--- config.mk ---
export PLATFORM = sky130hd
export DESIGN_NAME = gat_layer_scheduler
export DESIGN_NICKNAME = d
export VERILOG_FILES = /design/src/rtl/gat_pkg.sv /design/src/rtl/gat_feat_skid_fifo.sv /design/src/rtl/gat_layer_scheduler.sv
export SDC_FILE = /design/constraint.sdc
export NUM_CORES = 1
export LEC_CHECK = 0
export ABC_AREA = 0
export BUFFER_PORTS_ARGS = -buffer_cell sky130_fd_sc_hd__buf_2
export CORE_MARGIN = 1.5
export CORE_UTILIZATION = 53
export DETAILED_ROUTE_END_ITERATION = 10
export GPL_TIMING_DRIVEN = 0
export PLACE_DENSITY = 0.81
export SYNTH_ARGS = -nofsm -noshare
export SYNTH_HDL_FRONTEND = slang
export SYNTH_SLANG_ARGS = --single-unit
--- constraint.sdc ---
create_clock -name clk -period 2.2 [get_ports clk]
set_clock_uncertainty 0.05 [all_clocks]
set_input_delay 0.22 -clock clk [delete_from_list [all_inputs] [get_ports clk]]
set_output_delay 0.22 -clock clk [all_outputs]
set_load 0.01 [all_outputs]
--- src/rtl/gat_pkg.sv ---
// Shared types and constants for the GAT layer scheduler.
package gat_pkg;

   typedef enum logic [2:0] {
      IDLE,
      WAIT_LOAD,
      RUN,
      DRAIN,
      NEXT,
      ERROR
   } state_t;

   // Feature word width and byte-address shift for 32-bit BRAM words.
   localparam int unsigned FEAT_W     = 32;
   localparam int unsigned ADDR_SHIFT = 2;

endpackage

--- src/rtl/gat_feat_skid_fifo.sv ---
// Small synchronous FIFO that absorbs feature reads while the stream is stalled.
module gat_feat_skid_fifo #(
   parameter int unsigned DATA_W = 33,
   parameter int unsigned DEPTH  = 4
) (
   input  logic                   clk,
   input  logic                   rst,
   input  logic                   push,
   input  logic [DATA_W-1:0]      wdata,
   input  logic                   pop,
   output logic [DATA_W-1:0]      rdata,
   output logic                   empty,
   output logic [$clog2(DEPTH):0] count
);

   localparam int unsigned PTR_W = (DEPTH > 1) ? $clog2(DEPTH) : 1;
   localparam int unsigned CNT_W = $clog2(DEPTH) + 1;

   logic [DATA_W-1:0] mem [DEPTH];
   logic [PTR_W-1:0]  wr_ptr;
   logic [PTR_W-1:0]  rd_ptr;
   logic              full;
   logic              do_push;
   logic              do_pop;

   assign empty   = (count == '0);
   assign full    = (count == CNT_W'(DEPTH));
   assign do_push = push && !full;
   assign do_pop  = pop && !empty;
   assign rdata   = mem[rd_ptr];

   // Pointer and occupancy bookkeeping; simultaneous push and pop leave count unchanged.
   always_ff @(posedge clk or posedge rst) begin
      if (rst) begin
         wr_ptr <= '0;
         rd_ptr <= '0;
         count  <= '0;
      end else begin
         if (do_push) wr_ptr <= wr_ptr + PTR_W'(1);
         if (do_pop)  rd_ptr <= rd_ptr + PTR_W'(1);
         if (do_push && !do_pop) begin
            count <= count + CNT_W'(1);
         end else if (do_pop && !do_push) begin
            count <= count - CNT_W'(1);
         end
      end
   end

   // Storage array; no reset needed since empty masks stale contents.
   always_ff @(posedge clk) begin
      if (do_push) mem[wr_ptr] <= wdata;
   end

endmodule

--- src/rtl/gat_layer_scheduler.sv ---
// Sequences the GAT core through its layers and drains each layer's features onto a stream.
module gat_layer_scheduler
   import gat_pkg::*;
#(
   parameter int unsigned NUM_LAYERS     = 2,
   parameter int unsigned FEAT_WORDS_L0  = 43328,
   parameter int unsigned FEAT_WORDS_L1  = 18956,
   parameter int unsigned FEAT_ADDR_W    = 18,
   parameter int unsigned RD_LAT         = 2,
   parameter int unsigned FIFO_DEPTH     = 4,
   parameter int unsigned TIMEOUT_CYCLES = 2**24
) (
   input  logic                   clk,
   input  logic                   rst,
   input  logic                   start,
   input  logic                   h_data_load_done,
   input  logic                   h_node_load_done,
   input  logic                   wgt_load_done,
   output logic                   gat_layer,
   input  logic                   gat_ready,
   output logic                   reload_req,
   output logic [FEAT_ADDR_W-1:0] feat_bram_addrb,
   input  logic [FEAT_W-1:0]      feat_bram_dout,
   output logic [FEAT_W-1:0]      feat_tdata,
   output logic                   feat_tvalid,
   input  logic                   feat_tready,
   output logic                   feat_tlast,
   output logic                   busy,
   output logic                   done,
   output logic                   timeout_err
);

   localparam int unsigned MAX_WORDS = (FEAT_WORDS_L0 > FEAT_WORDS_L1) ? FEAT_WORDS_L0
                                                                      : FEAT_WORDS_L1;
   localparam int unsigned IDX_W = $clog2(MAX_WORDS) + 1;
   localparam int unsigned TMO_W = $clog2(TIMEOUT_CYCLES + 1);
   localparam int unsigned CNT_W = $clog2(FIFO_DEPTH) + 1;
   // Wide enough for FIFO occupancy plus up to four reads in flight.
   localparam int unsigned OCC_W = CNT_W + 3;

   state_t            state;
   logic              layer;
   logic              gat_ready_q;
   logic [TMO_W-1:0]  tmo_cnt;
   logic [IDX_W-1:0]  word_idx;
   logic [IDX_W-1:0]  n_words;
   logic [RD_LAT-1:0] vld_pipe;
   logic [RD_LAT-1:0] last_pipe;
   logic [OCC_W-1:0]  in_flight;
   logic [OCC_W-1:0]  occupancy;
   logic [CNT_W-1:0]  fifo_count;
   logic              fifo_empty;
   logic [FEAT_W:0]   fifo_wdata;
   logic [FEAT_W:0]   fifo_rdata;
   logic              issue;
   logic              issue_last;
   logic              pop;
   logic              last_pop;
   logic              gat_rise;
   logic              layers_left;
   logic              loads_done;

   assign n_words     = layer ? IDX_W'(FEAT_WORDS_L1) : IDX_W'(FEAT_WORDS_L0);
   assign gat_rise    = gat_ready && !gat_ready_q;
   assign layers_left = (32'(layer) + 32'd1) < NUM_LAYERS;
   assign loads_done  = h_data_load_done && h_node_load_done && wgt_load_done;

   assign pop             = !fifo_empty && feat_tready;
   assign last_pop        = pop && fifo_rdata[FEAT_W];
   assign feat_tvalid     = !fifo_empty;
   assign feat_tdata      = fifo_empty ? '0 : fifo_rdata[FEAT_W-1:0];
   assign feat_tlast      = !fifo_empty && fifo_rdata[FEAT_W];
   assign feat_bram_addrb = FEAT_ADDR_W'(word_idx) << ADDR_SHIFT;
   assign busy            = (state != IDLE) && (state != ERROR);
   assign gat_layer       = layer;
   assign fifo_wdata      = {last_pipe[RD_LAT-1], feat_bram_dout};

   // Credit check: a read issues only if its data is guaranteed a FIFO slot on arrival.
   always_comb begin
      in_flight = '0;
      for (int i = 0; i < int'(RD_LAT); i++) begin
         in_flight = in_flight + OCC_W'(vld_pipe[i]);
      end
      occupancy  = OCC_W'(fifo_count) + in_flight;
      issue      = (state == DRAIN) && (word_idx < n_words) &&
                   (occupancy < OCC_W'(FIFO_DEPTH));
      issue_last = (word_idx == n_words - IDX_W'(1));
   end

   // Valid and last-tag shift registers that track each read through the BRAM latency.
   always_ff @(posedge clk or posedge rst) begin
      if (rst) begin
         vld_pipe  <= '0;
         last_pipe <= '0;
      end else begin
         vld_pipe[0]  <= issue;
         last_pipe[0] <= issue && issue_last;
         for (int i = 1; i < int'(RD_LAT); i++) begin
            vld_pipe[i]  <= vld_pipe[i-1];
            last_pipe[i] <= last_pipe[i-1];
         end
      end
   end

   // Layer sequencing FSM with registered control outputs.
   always_ff @(posedge clk or posedge rst) begin
      if (rst) begin
         state       <= IDLE;
         layer       <= 1'b0;
         gat_ready_q <= 1'b0;
         tmo_cnt     <= '0;
         word_idx    <= '0;
         reload_req  <= 1'b0;
         done        <= 1'b0;
         timeout_err <= 1'b0;
      end else begin
         gat_ready_q <= gat_ready;
         reload_req  <= 1'b0;
         done        <= 1'b0;
         if (issue) word_idx <= word_idx + IDX_W'(1);
         unique case (state)
            IDLE, ERROR: begin
               if (start) begin
                  state       <= WAIT_LOAD;
                  layer       <= 1'b0;
                  timeout_err <= 1'b0;
               end
            end
            WAIT_LOAD: begin
               if (loads_done) begin
                  state   <= RUN;
                  tmo_cnt <= '0;
               end
            end
            RUN: begin
               if (gat_rise) begin
                  state    <= DRAIN;
                  word_idx <= '0;
               end else if (tmo_cnt == TMO_W'(TIMEOUT_CYCLES - 1)) begin
                  state       <= ERROR;
                  timeout_err <= 1'b1;
               end else begin
                  tmo_cnt <= tmo_cnt + TMO_W'(1);
               end
            end
            DRAIN: begin
               if (last_pop) begin
                  if (layers_left) begin
                     state      <= NEXT;
                     reload_req <= 1'b1;
                  end else begin
                     state <= IDLE;
                     done  <= 1'b1;
                  end
               end
            end
            NEXT: begin
               state <= WAIT_LOAD;
               layer <= layer + 1'b1;
            end
            default: state <= IDLE;
         endcase
      end
   end

   gat_feat_skid_fifo #(
      .DATA_W (FEAT_W + 1),
      .DEPTH  (FIFO_DEPTH)
   ) u_fifo (
      .clk   (clk),
      .rst   (rst),
      .push  (vld_pipe[RD_LAT-1]),
      .wdata (fifo_wdata),
      .pop   (pop),
      .rdata (fifo_rdata),
      .empty (fifo_empty),
      .count (fifo_count)
   );

endmodule
# Word level (Yosys, flattened, before mapping)
# Memory sizes are Yosys's and may differ from the RTL's.
# Index checks and enable logic that the tools add are counted.
# op_classes
n_addsub	11
n_lt_le_gt_ge	3
eq_ne	16
n_mux	31
reduce_logical	31
# op_table
cell	n
25-bit two-way mux	3
17-bit two-way mux	3
25-bit one-hot mux with 2 select lines	1
32-bit two-way mux	1
25-bit by 1-bit adder with 25-bit output, second input constant	1
25-bit by 24-bit equality test with 1-bit output, second input constant	1
3-bit two-way mux	8
17-bit by 1-bit adder with 17-bit output, second input constant	1
17-bit equality test	1
17-bit by 16-bit less-than comparator with 1-bit output	1
16-bit by 1-bit subtractor with 17-bit output, second input constant	1
16-bit two-way mux	1
3-bit one-hot mux with 5 select lines	1
1-bit logical AND	14
2-bit inequality test, second input constant	6
4-bit AND reduction	3
1-bit two-way mux	11
3-bit equality test, second input constant	3
2-bit nonzero test	4
3-bit by 2-bit equality test with 1-bit output, second input constant	2
3-bit zero test	2
3-bit inequality test, second input constant	2
1-bit zero test	5
2-bit by 1-bit adder with 2-bit output, second input constant	2
other kinds (13)	14
# totals
regBits	61
ram_bits	132
input_bits	40
output_inout_bits	57
word_cells	106
memories	1
# mem_list
name	words	word_bits	read_ports	rd_clocked_by_memory_dff	write_ports	line	rtl
u_fifo.mem	4	33	1	0	1	gat_feat_skid_fifo.sv:19	logic [DATA_W-1:0] mem [DEPTH];

# Longest topological paths before layout
# Gate-level depths: netlist (run 1).
# logic_depth
word_depth	7
mapped_depth	9
ltp_nobuf	8

# By module
# Synthesis (run 1) repeated with hierarchy kept, for this count alone.
# hier_totals
hier_cells	607
area_unflattened_um2	8803.4
# by_module_without_submodules
module	instances	cells_each	area_per_inst_um2	seq_area_each_um2
gat_feat_skid_fifo	1	208	5227.5	4139.0
gat_layer_scheduler	1	399	3575.9	1351.3

# Worst setup path before layout (run 1)
# No wires, ideal clock.
# synth_timing
path_kind	register -> register
start	reg layer, in the netlist gat_layer
end	reg word_idx[15]
setup_ns	0.078
arrival_time_ns	2.379
required_ns	2.072
setup_slack_ns	-0.307
path_stages_with_launch	9
path_buffers	1
synth_period_minus_slack_ns	2.507
cell_sequence	dfrtp_1 inv_1 ha_1 nor2b_1 o31a_1 o31a_1 clkbuf_1 or4_1 a21oi_1
# synth_between
elab_chain_cells	7
# synth_lines
item	line	rtl
from (decl)	gat_layer_scheduler.sv:42	logic layer;
from (signal assigned)	gat_layer_scheduler.sv:159	layer <= layer + 1'b1;
16-bit two-way mux (*)	gat_layer_scheduler.sv:63	assign n_words = layer ? IDX_W'(FEAT_WORDS_L1) : IDX_W'(FEAT_WORDS_L0);
17-bit by 16-bit less-than comparator with 1-bit output (*)	gat_layer_scheduler.sv:85	issue = (state == DRAIN) && (word_idx < n_words) &&
1-bit logical AND (*) (2 in a row)	gat_layer_scheduler.sv:85	
17-bit two-way mux (*)	gat_layer_scheduler.sv:120	if (issue) word_idx <= word_idx + IDX_W'(1);
17-bit two-way mux	gat_layer_scheduler.sv:136	if (gat_rise) begin
17-bit two-way mux (*)	gat_layer_scheduler.sv:121	unique case (state)
to (signal assigned)	gat_layer_scheduler.sv:120	
to (decl)	gat_layer_scheduler.sv:45	logic [IDX_W-1:0] word_idx;
# Every way passes the cells marked *; elsewhere a longest branch is shown, timed or not.
# A chain may end at the register's enable or synchronous reset.

# Worst setup path in the final report (run 1)
# layout_timing
start	reg word_idx[3]
end	reg word_idx[7]
# layout_between
elab_chain_cells	6
elab_cells_between_ends	7
classes_between	add/sub: 1; order compare: 1; mux: 3; reduce/logical: 2
# layout_lines
item	line
17-bit by 16-bit less-than comparator with 1-bit output	gat_layer_scheduler.sv:85
1-bit logical AND (2 in a row)	gat_layer_scheduler.sv:85
17-bit two-way mux (*)	gat_layer_scheduler.sv:120
17-bit two-way mux	gat_layer_scheduler.sv:136
17-bit two-way mux (*)	gat_layer_scheduler.sv:121
# Marks and branches as above.

==> out/results.ini, run 1 <==
[critical_path]
r2r_cells=8
crit_path_end=word_idx[7]$_DFF_PP0_
slowest_delay_ps=480
rr_startpoint=word_idx[3]$_DFF_PP0_
r2r_end=word_idx[7]$_DFF_PP0_
crit_slowest_cell=dfrtp_2
worstPathRequired_ps=2520
crit_top_cell=o31a_1
arrival_ps=2750
worst_path_dominant_cell_family=simple AND/OR/NAND/NOR gates
crit_buf_inv=2
cp-end-kind=register
critical_path_depth=8
critical_path.startpoint=word_idx[3]$_DFF_PP0_
crit_path_cell_trace=ha_4, nor2b_4, o31a_1, o31a_1, buf_8, buf_6, or4_4, nand2_2
worstPathMaxFanout=7
startpoint_type=register
critPathKind=reg -> reg
ff2ff_setup_slack_ps=-230

[sta]
maxSlewHeadroom=0.391
tightest_slew_ps=914
timing.fmax_mhz=412
finalCritPeriodShare=1.10
rsz0062_at_grt=true
hold_viol=0
setup_viol=20
period_needed_ps=2430
drv_slew=0
timing.final.ws_setup_ps=-227

[grt]
grt_pass1_wl_um=31300
met1_usage=0.285
grt.busiest_layer=met2
met2_usage=0.415
antenna_found_initial=0
grt_pass1_vias=6086
grt_use_total=0.232
grt_max_degree=45
overflow=0
grtUsageMet3=0.0455

[status]
status=finished, violations left
violations=setup timing

[detailed_routing]
final_antenna_net_count=0
wl_um=21200
drc_errors=0
viasPerCell=5.93
drt_pre_antenna_iters=7
drtIter0Drc=444
vias=6060
post_drt_wl_per_cell_um=20.8

[cts]
htreeDepth=4
clock_sinks=193
path_clk_slew_ps=70
ctsRootBufferMaster=clkbuf_16
cts_tree=built
clock_latency_ps=430
cts_made_buffers=17
clock_path_buffers=2

[yosys]
ys_seq_area_frac=0.627
async_flop_share=0.316
synthCells=605
synth_area_um2=8750
yosysTopAreaCellShare=0.453
synthTopCellsByArea=edfxtp_1 (45%), dfrtp_1 (17%), mux4_2 (8.5%)
synth_edf_count=132
ys_ff_latch=193
ys.warnings.count=0
synth.distinct_cells=71
avgSynthCellArea_um2=14.5
yosysTopAreaCell=edfxtp_1
ys.flop_type=edfxtp_1

[cells_and_area]
layout-drive-gt1-share=0.426
fin_nets=851
insertedDiodeCount=0
syn2layout_area_growth_pct=32.7
finalNonFillerCells=1022

[floorplan]
std_cell_rows=46
die_y_um=132
io_pins=97
start_util=0.547
die_w_um=132
die_area_um2=17300
core_um2=16000

[pwr]
vdd_ir_drop_max_mv=0.751
leakagePower_nw=4.46
power_density_nw_per_um2=1240

[flow_run]
drv_cap=0

[placed_design]
hpwl_um=11800
place_congestion=0.868
dp_slack_ps=-395
portBuffers=94
place_inst=917

[min_path]
hold_path_class=in -> reg

-- flip-flops by register name, summed over array words and instances (netlist names) --
| register | cells |
|---|---|
| done | 1 |
| gat_layer | 1 |
| gat_ready_q | 1 |
| last_pipe | 2 |
| reload_req | 1 |
| state | 3 |
| timeout_err | 1 |
| tmo_cnt | 25 |
| u_fifo.count | 3 |
| u_fifo.mem | 132 |
| u_fifo.rd_ptr | 2 |
| u_fifo.wr_ptr | 2 |
| vld_pipe | 2 |
| word_idx | 17 |
-- Yosys cell counts, types with 3 or more instances --
master,count
nor2_1,27
inv_1,14
a31oi_1,3
or4_1,13
nand4_1,12
nand2b_1,6
nand4_2,3
mux4_2,33
nor2b_1,3
nand2_1,40
nand4b_1,4
mux2_2,3
a21oi_1,17
and2_1,41
o31ai_1,11
a2111oi_0,4
nor3_1,9
xnor2_1,14
nand3_1,12
edfxtp_1,132
or3_1,10
ha_1,16
mux2i_1,10
buf_2,10
dfrtp_1,61
buf_4,18
o21ai_0,9
and3_1,6
clkbuf_1,12
nor4_1,3
-- metrics by stage --
| stage | instance area (um^2) | TNS, ps | hold slack (ps) | util | power (mW) |
|---|---|---|---|---|---|
| CTS | 11000 | -1990 | 17.7 | 0.685 | 12.9 |
| floorplan | 8770 | -698 | 201 | - | 7.88 |
| global placement | 9510 | -101530 | 286 | 0.594 | 9.08 |
| finish | 11600 | -2830 | 69.9 | 0.726 | 14.4 |
| global route | 11600 | -6040 | 69.6 | 0.726 | 15.1 |
| detailed placement | 9530 | -22690 | 201 | 0.596 | 9.30 |
-- tightest hold or removal path, cell delays in order --
cell    delay [ps]
buf_2          120
inv_1           50
o22a_1         130
-- cell usage in the layout (no fill, tap or decap), types with 4 or more instances in the layout --
cell type	n
xnor2_1	14
ha_1	10
buf_4	52
o31ai_2	4
dfrtp_1	57
or3_1	8
a2111oi_2	5
edfxtp_1	132
clkinvlp_4	5
o21ai_0	9
buf_2	69
a21oi_2	7
buf_6	38
and2_1	8
nor2_1	24
and2_2	4
buf_12	6
or4_4	5
or4_1	9
a21oi_1	11
nand3_1	12
dfrtp_2	4
nand2b_1	6
ha_4	6
inv_1	12
clkbuf_1	6
and2_4	29
nor3_1	6
mux4_2	33
mux2i_1	10
nand4_1	12
and3_1	5
o31ai_1	4
nand2_1	36
clkbuf_16	20
nor4_4	4
dlygate4sd3_1	34
nand4b_1	4
-- how the worst min path moves through the flow --
| stage | startpoint | to | cells after the start |
|---|---|---|---|
| after floorplan | gat_ready | gat_ready_q$_DFF_PP0_ | 0 |
| after CTS | feat_tready | u_fifo.rd_ptr[0]$_DFFE_PP0P_ | 3 |
| after global placement | last_pipe[0]$_DFF_PP0_ | last_pipe[1]$_DFF_PP0_ | 0 |
| after detailed placement | rst | tmo_cnt[17]$_DFFE_PP0P_ | 2 |
| final | start | timeout_err$_DFFE_PP0P_ | 3 |
| after global routing | start | timeout_err$_DFFE_PP0P_ | 3 |
-- layer usage --
| layer | wire length [um] | vias up |
|---|---|---|
| li1 | - | 2694 |
| met1 | 8230 | 3057 |
| met2 | 11500 | 273 |
| met3 | 1120 | 36 |
| met4 | 380 | 0 |
| met5 | 0 | - |
-- logic make-up after synthesis --
group	after synthesis	synth area share
AOI/OAI and AO/OA	69	0.0562
xor gates and xnor gates	16	0.0160
adders and majority gates	17	0.0252
buffers and inverters	55	0.0327
DFF	193	0.627
muxes	46	0.100
other	1	0.000428
and+or+nand+nor	208	0.142
-- area by class of cell --
type	count	area (um^2)
buffer	39	339
clock buffer	19	433
clock inverter	12	133
fill	937	4390
inverter	14	55.1
multi-input combinational	358	3470
sequential	193	5500
tap	216	270
timing repair buffer	171	1420
-- power by group --
group          leakage (nW)  internal (mW)  switching, mW
Clock                 0.258           1.58           1.37
Combinational          2.21           3.64           2.81
Sequential             1.99           4.47          0.554
Total                  4.46           9.69           4.73
-- what timing repair did --
| item | in CTS | in global routing |
|---|---|---|
| pin swaps | 26 | 60 |
| hold buffers | 34 | 0 |
| buffers inserted | 27 | 13 |
| endpoints found under the hold margin | 146 | 0 |
| setup endpoints to repair | 207 | 73 |
| gates cloned | 0 | 3 |
| gates resized for setup | 77 | 118 |
Note: power is estimated with default switching activity, not from simulation.
==> inputs of run 2 (changes only) <==
--- a/config.mk
+++ b/config.mk
@@ -6,12 +6,12 @@
 export NUM_CORES = 1
 export LEC_CHECK = 0
 export ABC_AREA = 0
-export BUFFER_PORTS_ARGS = -buffer_cell sky130_fd_sc_hd__buf_2
+export BUFFER_PORTS_ARGS = -buffer_cell sky130_fd_sc_hd__clkbuf_2
 export CORE_MARGIN = 1.5
-export CORE_UTILIZATION = 53
+export CORE_UTILIZATION = 60
 export DETAILED_ROUTE_END_ITERATION = 10
 export GPL_TIMING_DRIVEN = 0
-export PLACE_DENSITY = 0.81
+export PLACE_DENSITY = 0.86
 export SYNTH_ARGS = -nofsm -noshare
 export SYNTH_HDL_FRONTEND = slang
 export SYNTH_SLANG_ARGS = --single-unit
==> constraint.sdc (replaced) <==
create_clock -name clk -period 3.05 [get_ports clk]
set_clock_uncertainty 0.05 [all_clocks]
set_input_delay 0.305 -clock clk [delete_from_list [all_inputs] [get_ports clk]]
set_output_delay 0.305 -clock clk [all_outputs]
set_load 0.01 [all_outputs]
==> out/results.ini, run 2 (synthesized netlist as in run 1, its figures left out) <==
[critical_path]
startpoint_type=register
cp-end-kind=register
arrival_ps=3010  ; +260 ps
slowest_delay_ps=500  ; +20 ps
crit_path_cell_trace=inv_1, ha_1, nor2b_1, o31a_1, o31a_1, clkbuf_2, buf_2, o31ai_1, a21oi_1
worstPathMaxFanout=12  ; +5
crit_top_cell=o31a_1
crit_buf_inv=3  ; +1
r2r_cells=9  ; +1
worstPathRequired_ps=3300  ; +780 ps
critical_path_depth=9  ; +1
worst_path_dominant_cell_family=compound AO/OA/AOI/OAI gates
crit_slowest_cell=dfrtp_2
critical_path.startpoint=gat_layer$_DFFE_PP0P_
critPathKind=reg -> reg
rr_startpoint=gat_layer$_DFFE_PP0P_

[cts]
cts_setup_buffers=0  ; -100%
cts_made_buffers=17  ; unchanged
clock_sinks=193  ; unchanged
cts_tree=built
ctsRootBufferMaster=clkbuf_16
path_clk_slew_ps=70  ; about the same
clock_latency_ps=430  ; about the same
htreeDepth=4  ; unchanged
clock_path_buffers=2  ; unchanged

[placed_design]
place_inst=881  ; -3.9%
portBuffers=94  ; unchanged
hpwl_um=11900  ; +0.43%
place_congestion=0.900  ; +3.7%

[detailed_routing]
drtIter0Drc=423  ; -4.7%
drc_errors=0  ; unchanged
final_antenna_net_count=0  ; unchanged
vias=5549  ; -8.4%
drt_pre_antenna_iters=7  ; unchanged
viasPerCell=6.06  ; +2.2%
wl_um=17900  ; -16%
post_drt_wl_per_cell_um=19.6  ; -5.8%

[sta]
hold_viol=0  ; unchanged
fin_tns_setup_ps=0  ; +2830 ps
timing.fmax_mhz=362  ; -12%
drv_slew=0  ; unchanged
finalCritPeriodShare=0.905  ; -0.198
period_needed_ps=2760  ; +335 ps
whs_ps=34.8  ; -35.1 ps
setup_viol=0  ; -100%
maxSlewHeadroom=0.273  ; -0.117
rsz0062_at_grt=false
tightest_slew_ps=1080  ; +167 ps

[min_path]
hold_path_depth=1  ; -2
hold_start=feat_bram_dout[29]
hold_path_class=in -> reg

[pwr]
leakagePower_nw=3.89  ; -13%
power_density_nw_per_um2=885  ; -29%
combPwrFrac=0.346  ; -0.101
vdd_ir_drop_max_mv=0.506  ; -33%
p_switching_mw=2.95  ; -38%
p_total_mw=8.95  ; -38%
switching_share=0.329  ; +0.00118
p_int_mw=6.00  ; -38%
sequentialPowerShare=0.398  ; +0.050
p_clk_frac=0.256  ; +0.051

[cells_and_area]
largest_register_ffs=132  ; unchanged
regMostFlops=u_fifo.mem
final_cell_mix=edfxtp_1 (132), clkbuf_2 (95), dfrtp_1 (60), nand2_1 (40), and2_1 (37)
layout-drive-gt1-share=0.286  ; -0.139
syn2layout_area_growth_pct=15.5
layout.cells.most_common=edfxtp_1
reg_top3=u_fifo.mem: 132 flops, tmo_cnt: 25 flops, word_idx: 17 flops
fin_nets=779  ; -8.5%
finalNonFillerCells=916  ; -10%

[floorplan]
std_cell_rows=43  ; -6.5%
io_pins=97  ; unchanged
core_um2=14000  ; -12%
die_area_um2=15300  ; -11%
die_y_um=124  ; -5.9%
die_w_um=124  ; -5.9%
start_util=0.623  ; +0.0763

[grt]
overflow=0  ; unchanged
grt_use_total=0.249  ; +0.0162
antenna_found_initial=2  ; +2
grt_max_degree=34  ; -24%
grt_pass1_vias=5684  ; -6.6%
grt_pass1_wl_um=28400  ; -9.1%

[status]
status=finished, final reports clean

[flow_run]
drv_cap=0  ; unchanged

-- run 2: what timing repair did --
item / in CTS / in global routing
resized for setup: 0 / 3
hold buffers: 2 / 0
setup endpoints to repair: 0 / 13
endpoints found under the hold margin: 29 / 0
-- run 2: routing by layer --
metal  wire (um)  vias up  global-route usage
li1            -     2546                   -
met1        7210     2787               0.298
met2        9290      185               0.440
met3        1080       31              0.0586
met4         349        0              0.0898
met5           0        -                   0
-- run 2: through the flow --
stage | area, um^2 | utilization | worst slack (ps)
floorplan | 8760 | - | 543
global placement | 9450 | 0.673 | 264
detailed placement | 9480 | 0.675 | 164
CTS | 10100 | 0.719 | 140
global route | 10100 | 0.720 | 134
finish | 10100 | 0.720 | 288
-- run 2: power groups by stage --
stage	registers, mW	clock network, mW	logic, mW
after global routing	3.61	2.41	3.42
final	3.56	2.29	3.09
after detailed placement	3.60	0	3.08
after floorplan	3.50	0	2.18
after global placement	3.58	0	2.96
after CTS	3.56	2.32	3.13
-- run 2: final cells by class --
class                      instances  area [um^2]
buffer                            41          235
timing repair buffer              97          510
tap                              180          225
inverter                          14         52.6
clock buffer                      18          429
clock inverter                    13          176
antenna                            2         5.00
sequential                       193         5490
multi-input combinational        358         2980
fill                             887         3930
-- run 2: worst reg2reg max path: cells and delay by family (launching register included) --
| family | cells | cell delay, ps |
|---|---|---|
| simple gates | 1 | 130 |
| compound gates | 4 | 1030 |
| fa+ha+maj | 1 | 310 |
| buf+inv | 3 | 620 |
| flops | 1 | 500 |
-- run 2: path summary, 6_finish.rpt --
path,end,slack (ps)
max,word_idx[14]$_DFF_PP0_,290
min,u_fifo.mem[0][29]$_DFFE_PP_,30
max reg2reg,word_idx[14]$_DFF_PP0_,290
min reg2reg,last_pipe[1]$_DFF_PP0_,300
max in group asynchronous,gat_layer$_DFFE_PP0P_,1910
min in group asynchronous,tmo_cnt[7]$_DFFE_PP0P_,440
==> inputs of run 3 (changes only) <==
--- a/config.mk
+++ b/config.mk
@@ -7,6 +7,7 @@
 export LEC_CHECK = 0
 export ABC_AREA = 0
 export BUFFER_PORTS_ARGS = -buffer_cell sky130_fd_sc_hd__clkbuf_2
+export CORE_ASPECT_RATIO = 0.8
 export CORE_MARGIN = 1.5
 export CORE_UTILIZATION = 60
 export DETAILED_ROUTE_END_ITERATION = 10
==> out/results.ini, run 3 (synthesized netlist as in run 1, its figures left out) <==
[status]
status=finished, final reports clean

[sta]
setup_viol=0  ; unchanged
hold_viol=0  ; unchanged
tightest_slew_ps=1210  ; +127 ps
rsz0062_at_grt=false
drv_slew=0  ; unchanged
finalCritPeriodShare=0.945  ; +0.0396
period_needed_ps=2880  ; +121 ps
timing.fmax_mhz=347  ; -4.2%
maxSlewHeadroom=0.188  ; -0.0856
timing.final.ws_setup_ps=167  ; -121 ps
fin_tns_setup_ps=0  ; unchanged

[critical_path]
startpoint_type=register
worstPathMaxFanout=12  ; unchanged
worstPathRequired_ps=3350  ; +50 ps
r2r_end=word_idx[4]$_DFF_PP0_
rr_startpoint=gat_layer$_DFFE_PP0P_
ff2ff_setup_slack_ps=170  ; -120 ps
r2r_cells=9  ; unchanged
critPathKind=reg -> reg
cp-end-kind=register
arrival_ps=3180  ; +170 ps

[min_path]
hold_path_class=in -> reg
hold_start=feat_bram_dout[8]
holdPathEnd=u_fifo.mem[3][8]$_DFFE_PP_
hold_path_depth=1  ; unchanged

[detailed_routing]
final_antenna_net_count=0  ; unchanged
post_drt_wl_per_cell_um=19.7  ; +0.66%
vias=5621  ; +1.3%
wl_um=18100  ; +0.99%
viasPerCell=6.12  ; +0.97%
drtIter0Drc=471  ; +11%
drc_errors=0  ; unchanged
drt_pre_antenna_iters=5  ; -2

[flow_run]
drv_cap=0  ; unchanged

[grt]
overflow=0  ; unchanged
grt_pass1_wl_um=29300  ; +3.2%
grt_max_degree=37  ; +8.8%
grt_use_total=0.247  ; -0.00142
antenna_found_initial=0  ; -2
grt_pass1_vias=5696  ; +0.21%

[pwr]
vdd_ir_drop_max_mv=0.669  ; +32%
p_clk_frac=0.254  ; -0.002
p_int_mw=5.88  ; -2.0%
sequentialPowerShare=0.399  ; about the same
combPwrFrac=0.347  ; about the same
leakagePower_nw=3.89  ; about the same
switching_share=0.342  ; +0.0123
power_density_nw_per_um2=883  ; -0.24%
p_switching_mw=3.05  ; +3.6%

[cells_and_area]
layout-drive-gt1-share=0.287  ; +0.000971
finalNonFillerCells=919  ; +0.33%
n_fill_cell=895  ; +0.90%
layout.cells.most_common=edfxtp_1
regMostFlops=u_fifo.mem
syn2layout_area_growth_pct=15.6  ; about the same
largest_register_ffs=132  ; unchanged
register_area_um2=5490  ; unchanged
insertedDiodeCount=0  ; -2
reg_top3=u_fifo.mem: 132 flops, tmo_cnt: 25 flops, word_idx: 17 flops
fin_nets=779  ; unchanged
multi_input_area_um2=2980  ; unchanged
final_cell_mix=edfxtp_1 (132), clkbuf_2 (94), dfrtp_1 (60), nand2_1 (40), and2_1 (37)

[cts]
path_clk_slew_ps=80  ; about the same
htreeDepth=4  ; unchanged
cts_made_buffers=17  ; unchanged
clock_path_buffers=2  ; unchanged
cts_tree=built
clock_sinks=193  ; unchanged
ctsRootBufferMaster=clkbuf_16
clock_latency_ps=430  ; about the same
cts_setup_buffers=0  ; unchanged

[floorplan]
io_pins=97  ; unchanged
die_area_um2=15300  ; about the same
die_w_um=138  ; +12%
die_y_um=111  ; -10%
start_util=0.614  ; -0.00903
std_cell_rows=39  ; -9.3%
core_um2=14200  ; +1.5%

[placed_design]
hpwl_um=12000  ; +1.1%
place_congestion=0.878  ; -2.4%
portBuffers=94  ; unchanged
dp_slack_ps=72.9  ; -90.6 ps
place_inst=885  ; +0.45%

## run 3: worst max-delay path by stage
stage	from	cells after the start	slack [ps]	to
2_1_floorplan	gat_layer$_DFFE_PP0P_	8	540	word_idx[15]$_DFF_PP0_
5_1_grt	gat_layer$_DFFE_PP0P_	9	20	word_idx[4]$_DFF_PP0_
4_1_cts	gat_layer$_DFFE_PP0P_	9	40	word_idx[4]$_DFF_PP0_
3_5_place_dp	gat_layer$_DFFE_PP0P_	9	70	word_idx[4]$_DFF_PP0_
6_report	gat_layer$_DFFE_PP0P_	9	170	word_idx[4]$_DFF_PP0_
3_3_place_gp	gat_layer$_DFFE_PP0P_	9	250	word_idx[6]$_DFF_PP0_
## run 3: timing repair
item                                    in CTS  in global routing
hold endpoints to repair                    26                  0
endpoints found under the setup margin       0                 13
gates resized for setup                      0                  1
hold buffers                                 2                  0
## run 3: per-stage QoR
| step | hold slack (ps) | area [um^2] | utilization | power, mW |
|---|---|---|---|---|
| floorplan | 281 | 8760 | - | 5.68 |
| global placement | 293 | 9460 | 0.664 | 6.53 |
| detailed placement | 291 | 9480 | 0.665 | 6.70 |
| CTS | 21.5 | 10100 | 0.710 | 8.98 |
| global route | 27.4 | 10100 | 0.710 | 9.37 |
| finish | 30.8 | 10100 | 0.710 | 8.93 |
## run 3: power by group through the flow
stage          combinational (mW)  clock, mW  sequential, mW
2_1_floorplan                2.18          0            3.50
3_3_place_gp                 2.96          0            3.57
5_1_grt                      3.36       2.39            3.62
3_5_place_dp                 3.11          0            3.60
4_1_cts                      3.14       2.29            3.55
6_report                     3.10       2.27            3.56
## run 3: final cells by class
type / count / area share
inverter: 14 / 0.00519
clock buffer: 17 / 0.0420
tap: 184 / 0.0227
clock inverter: 15 / 0.0189
buffer: 41 / 0.0231
sequential: 193 / 0.543
timing repair buffer: 97 / 0.0504
multi-input combinational: 358 / 0.295
## run 3: per-layer routing
layer  GRT usage  wire length [um]
met4      0.0807               294
met3      0.0592              1110
met1       0.324              7570
met5           0                 0
met2       0.413              9130
## run 3: worst max-delay path, cell delays in order (launching register included)
cell and delay (ps):
dfrtp_2 490, inv_1 180, ha_1 340, nand4b_1 160, nor2_1 210, o31a_1 380
clkbuf_1 380, buf_2 310, o31ai_1 120, a21oi_1 180
